<file path="src/rtl/seq_div16.sv">
// seq_div16 -- multi-cycle unsigned divider (restoring shift-subtract).
//
// Computes q = a / b and r = a % b, producing one quotient bit per clock. The
// trial subtract is a WIDTH-bit carry-lookahead subtractor made of 4-bit P/G
// groups. The subtrahend b is inverted and the carry-in is 1.
//
// Handshake: start is sampled only while busy=0, that is in IDLE or DONE.
// The accepting edge latches a and b. busy stays high until the edge that
// publishes the result. That same edge raises done for exactly one cycle.
// q, r and dbz hold their values until the next result is published.
//
// Ports
//   clk        in   1      rising-edge clock
//   nrst       in   1      asynchronous active-low reset
//   start      in   1      request a division (ignored while busy)
//   a          in   WIDTH  dividend
//   b          in   WIDTH  divisor
//   busy       out  1      division in progress
//   done       out  1      one-cycle pulse: q/r/dbz just updated
//   q          out  WIDTH  quotient
//   r          out  WIDTH  remainder
//   dbz        out  1      divide-by-zero flag of the current result
//   dbg_state  out  2      FSM state (0 IDLE, 1 RUN, 2 DONE)
module seq_div16 #(
    parameter int WIDTH = 16
) (
    input  logic             clk,
    input  logic             nrst,
    input  logic             start,
    input  logic [WIDTH-1:0] a,
    input  logic [WIDTH-1:0] b,
    output logic             busy,
    output logic             done,
    output logic [WIDTH-1:0] q,
    output logic [WIDTH-1:0] r,
    output logic             dbz,
    output logic [1:0]       dbg_state
);

    localparam int CNT_W = $clog2(WIDTH);
    localparam int NGRP  = WIDTH / 4;

    typedef enum logic [1:0] {
        IDLE = 2'd0,
        RUN  = 2'd1,
        DONE = 2'd2
    } state_t;

    state_t            state, state_nx;
    logic [WIDTH-1:0]  a_reg, b_reg;
    logic [WIDTH-1:0]  rem, dq;
    logic [CNT_W-1:0]  count;

    logic              accept;
    logic              last;
    logic              b_zero;

    // Trial subtract datapath.
    logic              t_hi;         // bit WIDTH of the shifted partial remainder
    logic [WIDTH-1:0]  t_lo;         // low WIDTH bits of the shifted partial remainder
    logic [WIDTH-1:0]  y_inv;        // ~b
    logic [WIDTH-1:0]  pv, gv;       // per-bit propagate / generate
    logic [WIDTH:0]    c;            // carries, c[0] is the carry-in
    logic [WIDTH-1:0]  s;            // t_lo - b (mod 2^WIDTH)
    logic [NGRP-1:0]   grp_p, grp_g;
    logic              no_borrow;
    logic [WIDTH-1:0]  rem_next;
    logic [WIDTH-1:0]  dq_next;

    assign accept = start && (state != RUN);
    assign b_zero = (b_reg == '0);
    // A zero divisor spends exactly one RUN cycle and then publishes the
    // fixed divide-by-zero result.
    assign last   = b_zero || (count == CNT_W'(WIDTH - 1));

    // ---------------- FSM: state register ----------------
    always_ff @(posedge clk or negedge nrst) begin
        if (!nrst) begin
            state <= IDLE;
        end else begin
            state <= state_nx;
        end
    end

    // ---------------- FSM: next-state logic ----------------
    always_comb begin
        state_nx = state;
        case (state)
            IDLE:    if (start) state_nx = RUN;
            RUN:     if (last)  state_nx = DONE;
            DONE:    state_nx = start ? RUN : IDLE;
            default: state_nx = IDLE;
        endcase
    end

    // ---------------- FSM: outputs ----------------
    always_comb begin
        busy      = (state == RUN);
        done      = (state == DONE);
        dbg_state = state;
    end

    // ---------------- Carry-lookahead subtractor ----------------
    // The shifted partial remainder t is WIDTH+1 bits wide. Only its low
    // WIDTH bits go through the adder. The subtraction t - b does not borrow
    // when t's top bit is set or when the low part produces a carry-out.
    assign t_hi  = rem[WIDTH-1];
    assign t_lo  = {rem[WIDTH-2:0], dq[WIDTH-1]};
    assign y_inv = ~b_reg;
    assign pv    = t_lo ^ y_inv;
    assign gv    = t_lo & y_inv;

    always_comb begin
        c     = '0;
        c[0]  = 1'b1;
        grp_p = '0;
        grp_g = '0;
        for (int grp = 0; grp < NGRP; grp++) begin
            // Inside a group, every carry is expressed from the group carry-in.
            c[grp*4+1] = gv[grp*4] | (pv[grp*4] & c[grp*4]);
            c[grp*4+2] = gv[grp*4+1] | (pv[grp*4+1] & gv[grp*4])
                       | (pv[grp*4+1] & pv[grp*4] & c[grp*4]);
            c[grp*4+3] = gv[grp*4+2] | (pv[grp*4+2] & gv[grp*4+1])
                       | (pv[grp*4+2] & pv[grp*4+1] & gv[grp*4])
                       | (pv[grp*4+2] & pv[grp*4+1] & pv[grp*4] & c[grp*4]);
            grp_p[grp] = &pv[grp*4 +: 4];
            grp_g[grp] = gv[grp*4+3] | (pv[grp*4+3] & gv[grp*4+2])
                       | (pv[grp*4+3] & pv[grp*4+2] & gv[grp*4+1])
                       | (pv[grp*4+3] & pv[grp*4+2] & pv[grp*4+1] & gv[grp*4]);
            c[grp*4+4] = grp_g[grp] | (grp_p[grp] & c[grp*4]);
        end
        s = pv ^ c[WIDTH-1:0];
    end

    assign no_borrow = t_hi | c[WIDTH];
    assign rem_next  = no_borrow ? s : t_lo;
    assign dq_next   = {dq[WIDTH-2:0], no_borrow};

    // ---------------- Datapath registers ----------------
    always_ff @(posedge clk or negedge nrst) begin
        if (!nrst) begin
            a_reg <= '0;
            b_reg <= '0;
            rem   <= '0;
            dq    <= '0;
            count <= '0;
            q     <= '0;
            r     <= '0;
            dbz   <= 1'b0;
        end else if (accept) begin
            a_reg <= a;
            b_reg <= b;
            rem   <= '0;
            dq    <= a;
            count <= '0;
        end else if (state == RUN) begin
            rem   <= rem_next;
            dq    <= dq_next;
            count <= count + 1'b1;
            if (last) begin
                if (b_zero) begin
                    q   <= '1;
                    r   <= a_reg;
                    dbz <= 1'b1;
                end else begin
                    q   <= dq_next;
                    r   <= rem_next;
                    dbz <= 1'b0;
                end
            end
        end
    end

endmodule

</file>
<file path="config.mk">
export PLATFORM = sky130hd
export DESIGN_NAME = seq_div16
export DESIGN_NICKNAME = d
export VERILOG_FILES = /design/src/rtl/seq_div16.sv
export SDC_FILE = /design/constraint.sdc
export NUM_CORES = 1
export LEC_CHECK = 0
export ABC_AREA = 1
export BUFFER_PORTS_ARGS = -buffer_cell sky130_fd_sc_hd__buf_2
export CORE_MARGIN = 2
export CORE_UTILIZATION = 45
export DETAILED_ROUTE_END_ITERATION = 8
export GPL_TIMING_DRIVEN = 0
export PLACE_DENSITY = 0.68
export SLEW_MARGIN = 20
export SYNTH_ARGS = -nofsm -noshare
export SYNTH_HDL_FRONTEND = slang
export SYNTH_SLANG_ARGS = --single-unit
</file>
<file path="constraint.sdc">
create_clock -name clk -period 5 [get_ports clk]
set_input_delay 0.25 -clock clk [delete_from_list [all_inputs] [get_ports clk]]
set_output_delay 0.25 -clock clk [all_outputs]
set_load 0.01 [all_outputs]
</file>
== Yosys cells after proc, flatten, opt, wreduce, memory -nomap -nowiden ==
Cells that the tools add are included.

* Word-level logic and storage cells: 143
* Output and inout port bits: 37
* Input port bits: 35
* Flip-flop bits (word level): 103

* Add/subtract/negate cells: 1
* Bitwise logic cells: 102
* Equal/unequal tests: 6
* Reduce and logical (&&, ||, !) cells: 11
* Muxes and demuxes: 14

{| class="wikitable"
|+ Operator list
! cell !! count
|-
| 16-bit 2-to-1 mux || 7
|-
| 1-bit bitwise AND || 56
|-
| 1-bit OR || 41
|-
| 16-bit bitwise XOR || 2
|-
| 16-bit bitwise AND || 1
|-
| 16-bit zero test || 1
|-
| 16-bit NOT || 1
|-
| 4-bit AND reduction || 4
|-
| 4-bit 2-to-1 mux || 2
|-
| 2-bit one-hot mux with 3 select lines || 1
|-
| 4-bit by 1-bit adder with 4-bit output, second input constant || 1
|-
| 4-bit equality test, second input constant || 1
|-
| 2-bit 2-to-1 mux || 2
|-
| 2-bit by 1-bit inequality test with 1-bit output, second input constant || 2
|-
| 3-bit AND reduction || 1
|-
| 2-bit by 1-bit equality test with 1-bit output, second input constant || 1
|-
| 2-bit equality test, second input constant || 1
|-
| 2-bit zero test || 1
|-
| 1-bit 2-to-1 mux || 2
|-
| 2-bit inequality test, second input constant || 1
|-
| 2-bit AND reduction || 1
|-
| 2-bit nonzero test || 1
|-
| 1-bit logical AND || 1
|-
| 1-bit logical OR || 1
|-
| 1-bit NOT || 1
|}

== Logic depth before layout (Yosys ltp) ==
Gate-level depths: netlist (run 1).

* Depth in word-level cells: 17
* Gate-level depth with buffers: 17
* Mapped depth without buffers: 17

== Least setup slack after synthesis (run 1) ==
Ideal clock, no wire load.

* Path type: flip-flop to flip-flop
* Start: reg b_reg[1]
* End: reg rem[13]
* Buffers on the path: 0
* Cell stages (with the launch flop): 17
* Arrival: 1983 ps
* Library setup time: 132 ps
* Path slack: 2885 ps
* Cells stage by stage: dfrtp_1 > inv_1 > ha_1 > nand2_1 > nand3_2 > nand2_1 > nand2_1 > nand2_1 > nand2_2 > nand2_2 > nand2_4 > inv_1 > fa_1 > xor2_1 > nand2_1 > o21ai_2 > o21bai_1

* Cells in the longest elaborated chain, start to end: 16
* Elaborated cells on any way between the ends: 23
* Classes of those cells: mux: 3; bitwise: 19; reduce/logical: 1

{| class="wikitable"
|+ RTL lines
! what !! RTL line !! text
|-
| start, declared || 50 || <nowiki>logic [WIDTH-1:0] a_reg, b_reg;</nowiki>
|-
| start signal, assigned || 143 || <nowiki>b_reg <= '0;</nowiki>
|-
| start signal, assigned || 152 || <nowiki>b_reg <= b;</nowiki>
|-
| 16-bit NOT * || 109 || <nowiki>assign y_inv = ~b_reg;</nowiki>
|-
| 16-bit bitwise AND / 16-bit bitwise XOR (equally long branches) || 111, 110 ||
|-
| 1-bit bitwise AND (on tied branches) || 128, 129 ||
|-
| 1-bit OR / 1-bit bitwise AND (equally long branches) || 128, 129 ||
|-
| 1-bit OR || 129 || <nowiki>| (pv[grp*4+3] & pv[grp*4+2] & pv[grp*4+1] & gv[grp*4]);</nowiki>
|-
| 1-bit OR * || 130 || <nowiki>c[grp*4+4] = grp_g[grp] | (grp_p[grp] & c[grp*4]);</nowiki>
|-
| 1-bit bitwise AND * || 130 ||
|-
| 1-bit OR * || 130 ||
|-
| 1-bit bitwise AND * || 130 ||
|-
| 1-bit OR * || 130 ||
|-
| 1-bit bitwise AND (on tied branches) || 120, 130 ||
|-
| 1-bit OR (on tied branches) || 120, 130 ||
|-
| 16-bit bitwise XOR / 1-bit OR (equally long branches) || 132, 135 ||
|-
| 16-bit 2-to-1 mux * || 136 || <nowiki>assign rem_next = no_borrow ? s : t_lo;</nowiki>
|-
| 16-bit 2-to-1 mux * || 156 || <nowiki>end else if (state == RUN) begin</nowiki>
|-
| 16-bit 2-to-1 mux * || 150 || <nowiki>end else if (accept) begin</nowiki>
|-
| end signal, assigned || 157 || <nowiki>rem <= rem_next;</nowiki>
|-
| end, declared || 51 || <nowiki>logic [WIDTH-1:0] rem, dq;</nowiki>
|}

Every way passes the cells marked *; elsewhere a longest branch is shown, timed or not. The select of a mux whose other input is x is not followed.
A chain may end at the register's enable or synchronous reset.

== Final worst setup path (run 1) ==
Ends and elaborated chain as after synthesis.

==> results of run 1 <==
==> final timing paths <==
kind	cells after the start	from	slack, ns	end
min in group asynchronous	2	nrst	0.37	b_reg[4]
setup reg to reg	16	b_reg[1]	2.63	rem[13]
setup / recovery	16	b_reg[1]	2.63	rem[13]
max in group asynchronous	3	nrst	3.99	a_reg[10]
hold / removal	3	b[9]	0.12	b_reg[9]
hold reg to reg	2	a_reg[10]	0.48	a_reg[10]
==> power by group through the flow <==
stage               Combinational [mW]  Sequential [mW]  Clock (mW)
finish                            2.49             1.51       0.712
global route                      2.86             1.55       0.763
CTS                               2.51             1.50       0.719
detailed placement                2.49             1.51           0
global placement                  2.39             1.50           0
floorplan                         1.78             1.51           0
==> metrics by stage <==
stage               utilization (%)  worst slack [ns]
floorplan                         -              2.89
detailed placement             51.5              2.62
global placement               51.2              2.58
global route                   54.3              2.38
finish                         54.3              2.63
CTS                            54.3              2.60
==> logic make-up (layout without fill, tap and decap cells) <==
kind of cell	after synthesis	count (layout)	synth area share, %
AND/OR/NAND/NOR	202	202	17.7
buffers and inverters	105	194	8.74
AO/OA/AOI/OAI	133	133	15.7
XOR/XNOR	8	8	1.38
flip-flops	103	103	50.9
adder cells (fa/ha/maj)	21	21	5.63
==> worst reg2reg max path: stages, from the launching register on <==
cell	delay, ns
dfrtp_1	0.37
inv_1	0.07
ha_1	0.32
nand2_1	0.07
nand3_2	0.11
nand2_1	0.06
nand2_1	0.07
nand2_1	0.06
nand2_2	0.11
nand2_2	0.08
nand2_4	0.10
inv_1	0.06
fa_1	0.37
xor2_1	0.14
nand2_1	0.08
o21ai_2	0.07
o21bai_1	0.09
==> final cells by class <==
| cell class | count | area, sq um | share of cell area (%) |
|---|---|---|---|
| Tap cell | 140 | 175 | 2.95 |
| Timing Repair Buffer | 73 | 399 | 6.72 |
| Buffer | 22 | 126 | 2.13 |
| Inverter | 83 | 317 | 5.33 |
| Multi-Input combinational cell | 364 | 2050 | 34.5 |
| Clock buffer | 11 | 233 | 3.92 |
| Sequential cell | 103 | 2580 | 43.4 |
| Clock inverter | 5 | 65.1 | 1.10 |
==> per-layer routing <==
layer / track usage (%) / vias to the layer above / wire length (um)
li1: - / 2030 / -
met1: 31.8 / 2082 / 5650
met2: 38.4 / 108 / 6360
met3: 2.59 / 24 / 526
met4: 8.75 / 0 / 318
met5: 0 / - / 0
==> timing repair <==
item / 4_1_cts / 5_1_grt
hold buffers: 1 / 0
setup buffers: 0 / 0
endpoints found under the hold margin: 31 / 0
==> synth_stat cells (2+ instances only) <==
cell type  number
a21oi_1        35
a21oi_2         2
a221oi_1        7
a22oi_1         7
buf_2           2
buf_4           5
buf_6           3
clkbuf_1       12
dfrtp_1       103
fa_1            3
ha_1           18
inv_1          78
inv_2           3
nand2_1       125
nand2_2         4
nand2_4         3
nand3_1         8
nand3b_1        2
nand4_1         5
nor2_1         45
nor3_1          2
nor4_2          4
o21ai_0        34
o21ai_1        13
o21ai_2         2
o21bai_1       19
o22ai_1        11
xnor2_1         5
xor2_1          3
==> flow_summary.ini, run 1 <==
[yosys]
ys_types = 38
ys.flop_type = dfrtp_1
synth.net_count = 628
yosys_register_bits = 103
avgSynthCellArea_sq_um = 8.86
netlist_instances = 572
yosys_warnings = 0
synth_edf_count = 0
yosysTopAreaCellShare_pct = 50.9
synthTopCellsByArea = dfrtp_1 (51%), nand2_1 (9.3%), inv_1 (5.8%), ha_1 (4.4%), a21oi_1 (3.5%)
synth_top_area_cell = dfrtp_1
ys_seq_area_share_pct = 50.9
syn_area_sq_mm = 0.00507
ys_async_sr_fraction_pct = 100

[floorplan]
die_x_um = 110
start_util_pct = 46.3
ioPinCount = 72
rows = 38
die_h_um = 110
core-area_sq_mm = 0.0109
die-area_sq_mm = 0.0121

[worst_setup_path]
crit_chain = inv_1 -> ha_1 -> nand2_1 -> nand3_2 -> nand2_1 -> nand2_1 -> nand2_1 -> nand2_2 -> nand2_2 -> nand2_4 -> inv_1 -> fa_1 -> xor2_1 -> nand2_1 -> o21ai_2 -> o21bai_1
cp_max_fo = 5
start_kind = flop
slowest_delay_ns = 0.37
crit_top_cell = nand2_1
crit_family = simple AND/OR/NAND/NOR gates
critPathArrivalTime_ns = 2.57
cp-end-kind = flop
critPathRequiredTime_ns = 5.20
path_class = reg -> reg
slowest_stage = dfrtp_1
cp_num_buf_inv = 2

[power]
leakage_nw = 3.03
p_int_mw = 2.61
powerDensity_mw_per_mm2 = 794
combPwrFrac_pct = 52.9
power.total_mw = 4.71
irDropWorstVdd_v = 0.000356
switching_power_mw = 2.10
seqPwrFrac_pct = 32.0
clkPwrFrac_pct = 15.1
p_sw_share_pct = 44.6

[finish]
final_common_cell = nand2_1
nNetsFinal = 712
final_area_sq_mm = 0.00594
drive_gt1_share_pct = 18.0
fill_cells = 1051
antennaDiodeCount = 0
layout.cells.most_common_list = nand2_1 (125), dfrtp_1 (103), inv_1 (78)
synthToLayoutAreaGrowth_pct = 17.2
final_cells = 801

[routing]
drc = 0
wire_per_inst_um = 16.1
routed_wl_mm = 12.9
dr.pass1.iters = 7
avgViaCountPerCell = 5.30
route.vias.total = 4244
ant_nets = 0
drt_iter0_drc = 234

[timing]
timing.fmax_mhz = 422
hold_slack_ns = 0.122
worst_pin_slew_ns = 0.683
finalSetupTns_ns = 0
relSlewSlack_pct = 54.3
finalCritPeriodShare_pct = 47.4
fin_crit_ns = 2.37
setup_viol = 0
clock_skew_ns = 0.00799
rsz0062_at_grt = no
maxSlewViolCount = 0
final_hold_viol_count = 0

[worst_hold_path]
hold_path.class = in -> reg

[grt]
grt-ovfl-total = 0
grt_pass1_vias = 4344
grt_use_total_pct = 23.3
grt_max_degree = 73
grt_antenna_before_repair = 0
grt_pass1_wl_mm = 21.3

[placement]
hpwlAfterDp_mm = 9.56
gp_congestion = 0.810
dpl_cell_area_sq_mm = 0.00563
io_buffers = 71
place_inst = 784

[cts]
clk_pin_slew_ns = 0.07
clock-sinks = 103
cts_max_path_buffers = 2
numCtsBuffers = 9
post_cts_resized = 0
cts-root-buf = clkbuf_16
cts_tree = done
cts_htree_levels = 3
clk_latency_ns = 0.34

[run]
maxCapViolations = 0

[outcome]
status = finished, final reports clean
No activity file was read; power rests on OpenSTA's default activity.
==> run 2: changes to the inputs <==
Settings changed: ABC_AREA 1 to 0, PLACE_DENSITY 0.68 to 0.71.
Clock period 5 ns to 1.9 ns, I/O delays scaled along.
==> run 2 against run 1 <==
  * The run now ends with negative setup slack left
  * Critical path depth decreased by 6
  * Routed wire length increased by 9.2%
  * Sequential power grew to 2.8 times the previous value
==> flow_summary.ini, run 2 <==
[yosys]
syn_area_sq_mm = 0.00496
ys.flop_type = dfrtp_1
synthTopCellsByCount = dfrtp_1 (103), nand2_1 (60), o21ai_0 (38)
ys_types = 43
yosysTopAreaCellShare_pct = 51.9
ys_seq_area_share_pct = 51.9
synth.net_count = 521
synth_edf_count = 0
avgSynthCellArea_sq_um = 10.7
synthTopCellsByArea = dfrtp_1 (52%), mux2_2 (7.3%), mux2i_1 (5.4%), ha_1 (4.5%), nand2_1 (4.5%)
yosys_register_bits = 103
netlist_instances = 465
ys_async_sr_fraction_pct = 100
synth_top_area_cell = dfrtp_1
synth.most_common_cell = dfrtp_1
yosys_warnings = 0

[floorplan]
ioPinCount = 72
core-area_sq_mm = 0.0108
die_h_um = 109
die_x_um = 109
die-area_sq_mm = 0.0119
rows = 38
start_util_pct = 46.0

[outcome]
violations = negative setup slack
status = finished with violations

[timing]
worst_pin_slew_ns = 0.693
setup_viol = 49
final_hold_viol_count = 0
hold_slack_ns = 0.131
clock_skew_ns = 0.0153
fin_crit_ns = 2.63
postLayoutSetupSlackWorst_ns = -0.730
relSlewSlack_pct = 53.8
finalCritPeriodShare_pct = 138
maxSlewViolCount = 0
rsz0062_at_grt = yes
timing.fmax_mhz = 380

[finish]
final_core_util_pct = 64.9
fill_cells = 797
final_cells = 771
drive_gt1_share_pct = 39.1
final_common_cell = dfrtp_1
synthToLayoutAreaGrowth_pct = 41.0
antennaDiodeCount = 0
nNetsFinal = 682
final_area_sq_mm = 0.00700
layout.cells.most_common_list = dfrtp_1 (102), buf_2 (70), nand2_1 (53)

[grt]
grt_pass1_wl_mm = 21.7
grt_use_total_pct = 24.2
grt_antenna_before_repair = 0
grt_pass1_vias = 4281
grt-ovfl-total = 0
grt_max_degree = 78

[placement]
gp_congestion = 0.828
hpwlAfterDp_mm = 8.79
place_inst = 676
dpl_cell_area_sq_mm = 0.00553
io_buffers = 70

[power]
powerDensity_mw_per_mm2 = 2150
leakage_nw = 3.20
power.total_mw = 15.0
irDropWorstVdd_v = 0.00152

[routing]
ant_nets = 0
drc = 0
route.vias.total = 4302
drt_iter0_drc = 261
avgViaCountPerCell = 5.58
routed_wl_mm = 14.0
wire_per_inst_um = 18.2
dr.pass1.iters = 5

[cts]
clock-sinks = 103
cts_max_path_buffers = 2
clk_latency_ns = 0.39
cts_htree_levels = 3
cts-root-buf = clkbuf_8
numCtsBuffers = 9
cts_tree = done
clk_pin_slew_ns = 0.11

[worst_setup_path]
cp_max_fo = 3
critPathRequiredTime_ns = 2.21
cp-end-kind = flop
path_class = reg -> reg
start_kind = flop
critPathArrivalTime_ns = 2.94

[worst_hold_path]
hold_path.class = in -> async

[run]
maxCapViolations = 0
-- run 2: changes by cell type in the layout (fill, tap and decap cells not counted), sizes merged, moves of 19 or more --
cell	change
nand2	-72
inv	-57
buf	+48
nor2	-40
mux2	+35
dlygate4sd3	+32
a21oi	-30
mux2i	+27
o21ai	+22
o21bai	-19
-- run 2: logic make-up after synthesis --
logic type,synth area share (%)
AO/OA/AOI/OAI,13.2
XOR/XNOR,1.59
multiplexers,13.6
AND/OR/NAND/NOR,9.73
adder cells (fa/ha/maj),5.75
flip-flops,51.9
buffers and inverters,4.16
-- run 2: power by group --
group          total, mW  internal (mW)  switching, mW
registers           4.21           3.30          0.913
logic               9.44           4.85           4.59
clock network       1.39          0.518          0.875
total               15.0           8.67           6.38
-- run 2: per-layer routing --
metal  routed length [um]  vias up  global-route usage, %  share of wire [%]
met5                    0        -                      0                  0
met4                  354        0                   8.33                2.5
met3                  757       31                   4.54                5.4
met2                 6940      146                   39.8                 49
met1                 5990     2160                   32.2                 43
li1                     -     1965                      -                  -
-- run 2: final timing paths --
path	slack [ns]	from	cells after the start	end
hold / removal	0.13	nrst	2	q[12]
hold reg to reg	0.48	q[1]	2	q[1]
min in group clk	0.35	start	3	dq[0]
max in group asynchronous	1.10	nrst	3	b_reg[12]
setup reg to reg	-0.73	rem[1]	10	r[12]
setup / recovery	-0.73	rem[1]	10	r[12]
-- run 2: final cells by class --
class	count	area [sq um]	share of cell area, %
Clock inverter	7	72.6	1.04
Timing Repair Buffer	151	1160	16.6
Clock buffer	9	124	1.77
Tap cell	140	175	2.50
Multi-Input combinational cell	312	2600	37.1
Buffer	25	188	2.68
Sequential cell	103	2580	36.8
Inverter	24	103	1.47
-- run 2: metrics by stage --
stage                     worst slack [ns]  setup TNS, ns
after floorplan                     -0.514         -10.64
after global placement              -0.780         -73.41
after detailed placement            -0.854         -43.78
after CTS                           -0.613         -16.07
after global routing                -0.883         -26.09
final                               -0.730         -22.26
-- run 2: what timing repair did --
action	in CTS	in global routing
pin swaps	17	7
resized for setup	89	58
setup endpoints to repair	81	59
hold endpoints to repair	134	1
buffers inserted	35	12
hold buffers	32	1
cloned	1	0
-- run 2: critical path: stages (launching register included) --
cell and delay (ns):
dfrtp_1 0.43, ha_4 0.18, or3_4 0.39, o22ai_4 0.14, o211ai_1 0.17, nand3_1 0.14, nand2_1 0.08, a21oi_2 0.17
fa_2 0.46, mux2_4 0.28, o21ai_1 0.11
==> run 3: changes to the inputs <==
Settings changed: CORE_UTILIZATION 45 to 52, PLACE_DENSITY 0.71 to 0.79, REMOVE_ABC_BUFFERS set to 1.
==> run 3 against run 2 <==
  * The run still ends with negative setup slack left
  * Non-clock buffer count is 39 lower
  * First-iteration DRC count increased by 16%
  * Sequential share of layout area is 2.0 points higher
  * Combinational power decreased by 3.1%
  * Setup slack better by 0.011 ns
  * Critical path depth increased by 1
  * Count of clock-buffer cells in the layout increased by 2
  * Sequential power barely moved
  * Routed wire length fell by 5.0%
  * Critical path type unchanged
  * Largest power group unchanged
==> flow_summary.ini, run 3 (synthesized netlist as in run 2, its figures left out) <==
[outcome]
status = finished with violations
violations = negative setup slack

[worst_hold_path]
hold_path.class = in -> async

[floorplan]
start_util_pct = 53.7
die_x_um = 102
die_h_um = 102
die-area_sq_mm = 0.0103
rows = 35
core-area_sq_mm = 0.00924
ioPinCount = 72

[worst_setup_path]
slowest_delay_ns = 0.46
critPathRequiredTime_ns = 2.20
path_class = reg -> reg
r2r-end = r[12]
rr_worst_depth = 11
r2r_setup_slack_ns = -0.72
slowest_stage = fa_2
cp_max_fo = 4
crit_chain = inv_1 -> ha_1 -> a21oi_2 -> o21a_1 -> o211ai_1 -> nand3_1 -> nand2_2 -> a21oi_4 -> fa_2 -> mux2_4 -> o21ai_1
rr_startpoint = b_reg[4]
critPathArrivalTime_ns = 2.92
start_kind = flop
cp-end-kind = flop

[timing]
final_hold_viol_count = 0
finalCritPeriodShare_pct = 138
fin_crit_ns = 2.62
postLayoutSetupSlackWorst_ns = -0.719
worst_pin_slew_ns = 0.609
setup_viol = 50
relSlewSlack_pct = 59.1
clock_skew_ns = 0.0102
maxSlewViolCount = 0
timing.fmax_mhz = 382
rsz0062_at_grt = yes

[routing]
wire_per_inst_um = 18.4
wl_met1_mm = 5.39
drc = 0
wl_met3_um = 896
routed_wl_mm = 13.3
ant_nets = 0
maxUsedRoutingLayer = met4
dr.pass1.iters = 6
avgViaCountPerCell = 5.70
drt_iter0_drc = 304
route.vias.total = 4137
met2_length_mm = 6.76

[cts]
numCtsBuffers = 9
clock-sinks = 103
cts-root-buf = clkbuf_8
cts_tree = done
clk_pin_slew_ns = 0.10
cts_max_path_buffers = 2
cts_htree_levels = 3
clk_latency_ns = 0.38

[grt]
grt_pass1_vias = 3977
grt_use_total_pct = 25.2
grt-ovfl-total = 0
grt_pass1_wl_mm = 19.9
grt_antenna_before_repair = 0
grt_max_degree = 68

[finish]
drive_gt1_share_pct = 36.2
final_common_cell = dfrtp_1
multi_input_area_sq_mm = 0.00259
fill_cells = 640
final_core_util_pct = 72.1
nNetsFinal = 648
layout.cells.most_common_list = dfrtp_1 (97), buf_2 (70), nand2_1 (57)
synthToLayoutAreaGrowth_pct = 34.2
seq_area_sq_mm = 0.00258
antennaDiodeCount = 0

[placement]
io_buffers = 71
place_ws_ns = -1.85
hpwlAfterDp_mm = 7.58
gp_congestion = 0.865

[run]
maxCapViolations = 0

[power]
irDropWorstVdd_v = 0.00101
leakage_nw = 3.03
powerDensity_mw_per_mm2 = 2220
run 3: cell count changes in the layout (fill, tap and decap cells not counted), sizes merged:
cell,delta
a31o,+1
buf,-26
bufinv,+1
clkbuf,-11
clkinvlp,+3
inv,-4
nand2b,+2
run 3: worst max path at each step:
stage	startpoint	endpoint	slack [ns]	cells past startpoint
floorplan	dbg_state[1]	r[11]	-1.18	6
global placement	dbg_state[0]	r[11]	-2.15	6
detailed placement	dbg_state[1]	q[14]	-1.85	6
CTS	b_reg[3]	r[12]	-0.67	11
global route	b_reg[4]	r[12]	-0.86	11
finish	b_reg[4]	r[12]	-0.72	11
run 3: critical path, delay by kind of cell (launching register included):
kind            cells  cell delay [ns]
compound gates      5             0.86
fa+ha+maj           2             0.68
buf+inv             1             0.07
flops               1             0.43
mux                 1             0.30
simple gates        2             0.21
run 3: timing repair:
item                                    4_1_cts  5_1_grt
cloned                                        4        1
endpoints found under the hold margin        68        0
hold buffers                                 33        0
buffers inserted                             15       21
resized for setup                            34       52
endpoints found under the setup margin      104       66
pin swaps                                     9       14
run 3: routing by layer:
| metal | vias to the layer above | GRT usage [%] |
|---|---|---|
| li1 | 1896 | - |
| met1 | 2039 | 33.4 |
| met2 | 168 | 42.0 |
| met3 | 34 | 5.04 |
| met4 | 0 | 7.80 |
| met5 | - | 0 |
run 3: area by class of cell:
type | count | share of cell area (%)
multi-input combinational | 315 | 38.9
timing repair inverter | 2 | 0.188
tap | 129 | 2.42
clock inverter | 5 | 0.845
timing repair buffer | 137 | 15.1
clock buffer | 11 | 2.12
inverter | 24 | 1.60
sequential | 103 | 38.8
run 3: power breakdown:
part	internal [mW]	leakage, nW	total [mW]	switching, mW
sequential	3.31	1.23	4.19	0.883
combinational	4.57	1.70	9.15	4.58
clock	0.647	0.0997	1.42	0.775
total	8.53	3.03	14.8	6.24
run 3: through the flow:
step	TNS, ns	power, mW	cell area (sq um)	cells	hold slack, ns
global placement	-172.73	9.45	5360	639	0.333
floorplan	-72.09	8.16	4850	439	-0.201
global route	-28.96	15.7	6660	726	0.215
detailed placement	-91.93	9.87	5400	640	0.0208
finish	-23.49	14.8	6660	726	0.191
CTS	-26.81	12.8	6250	708	0.187
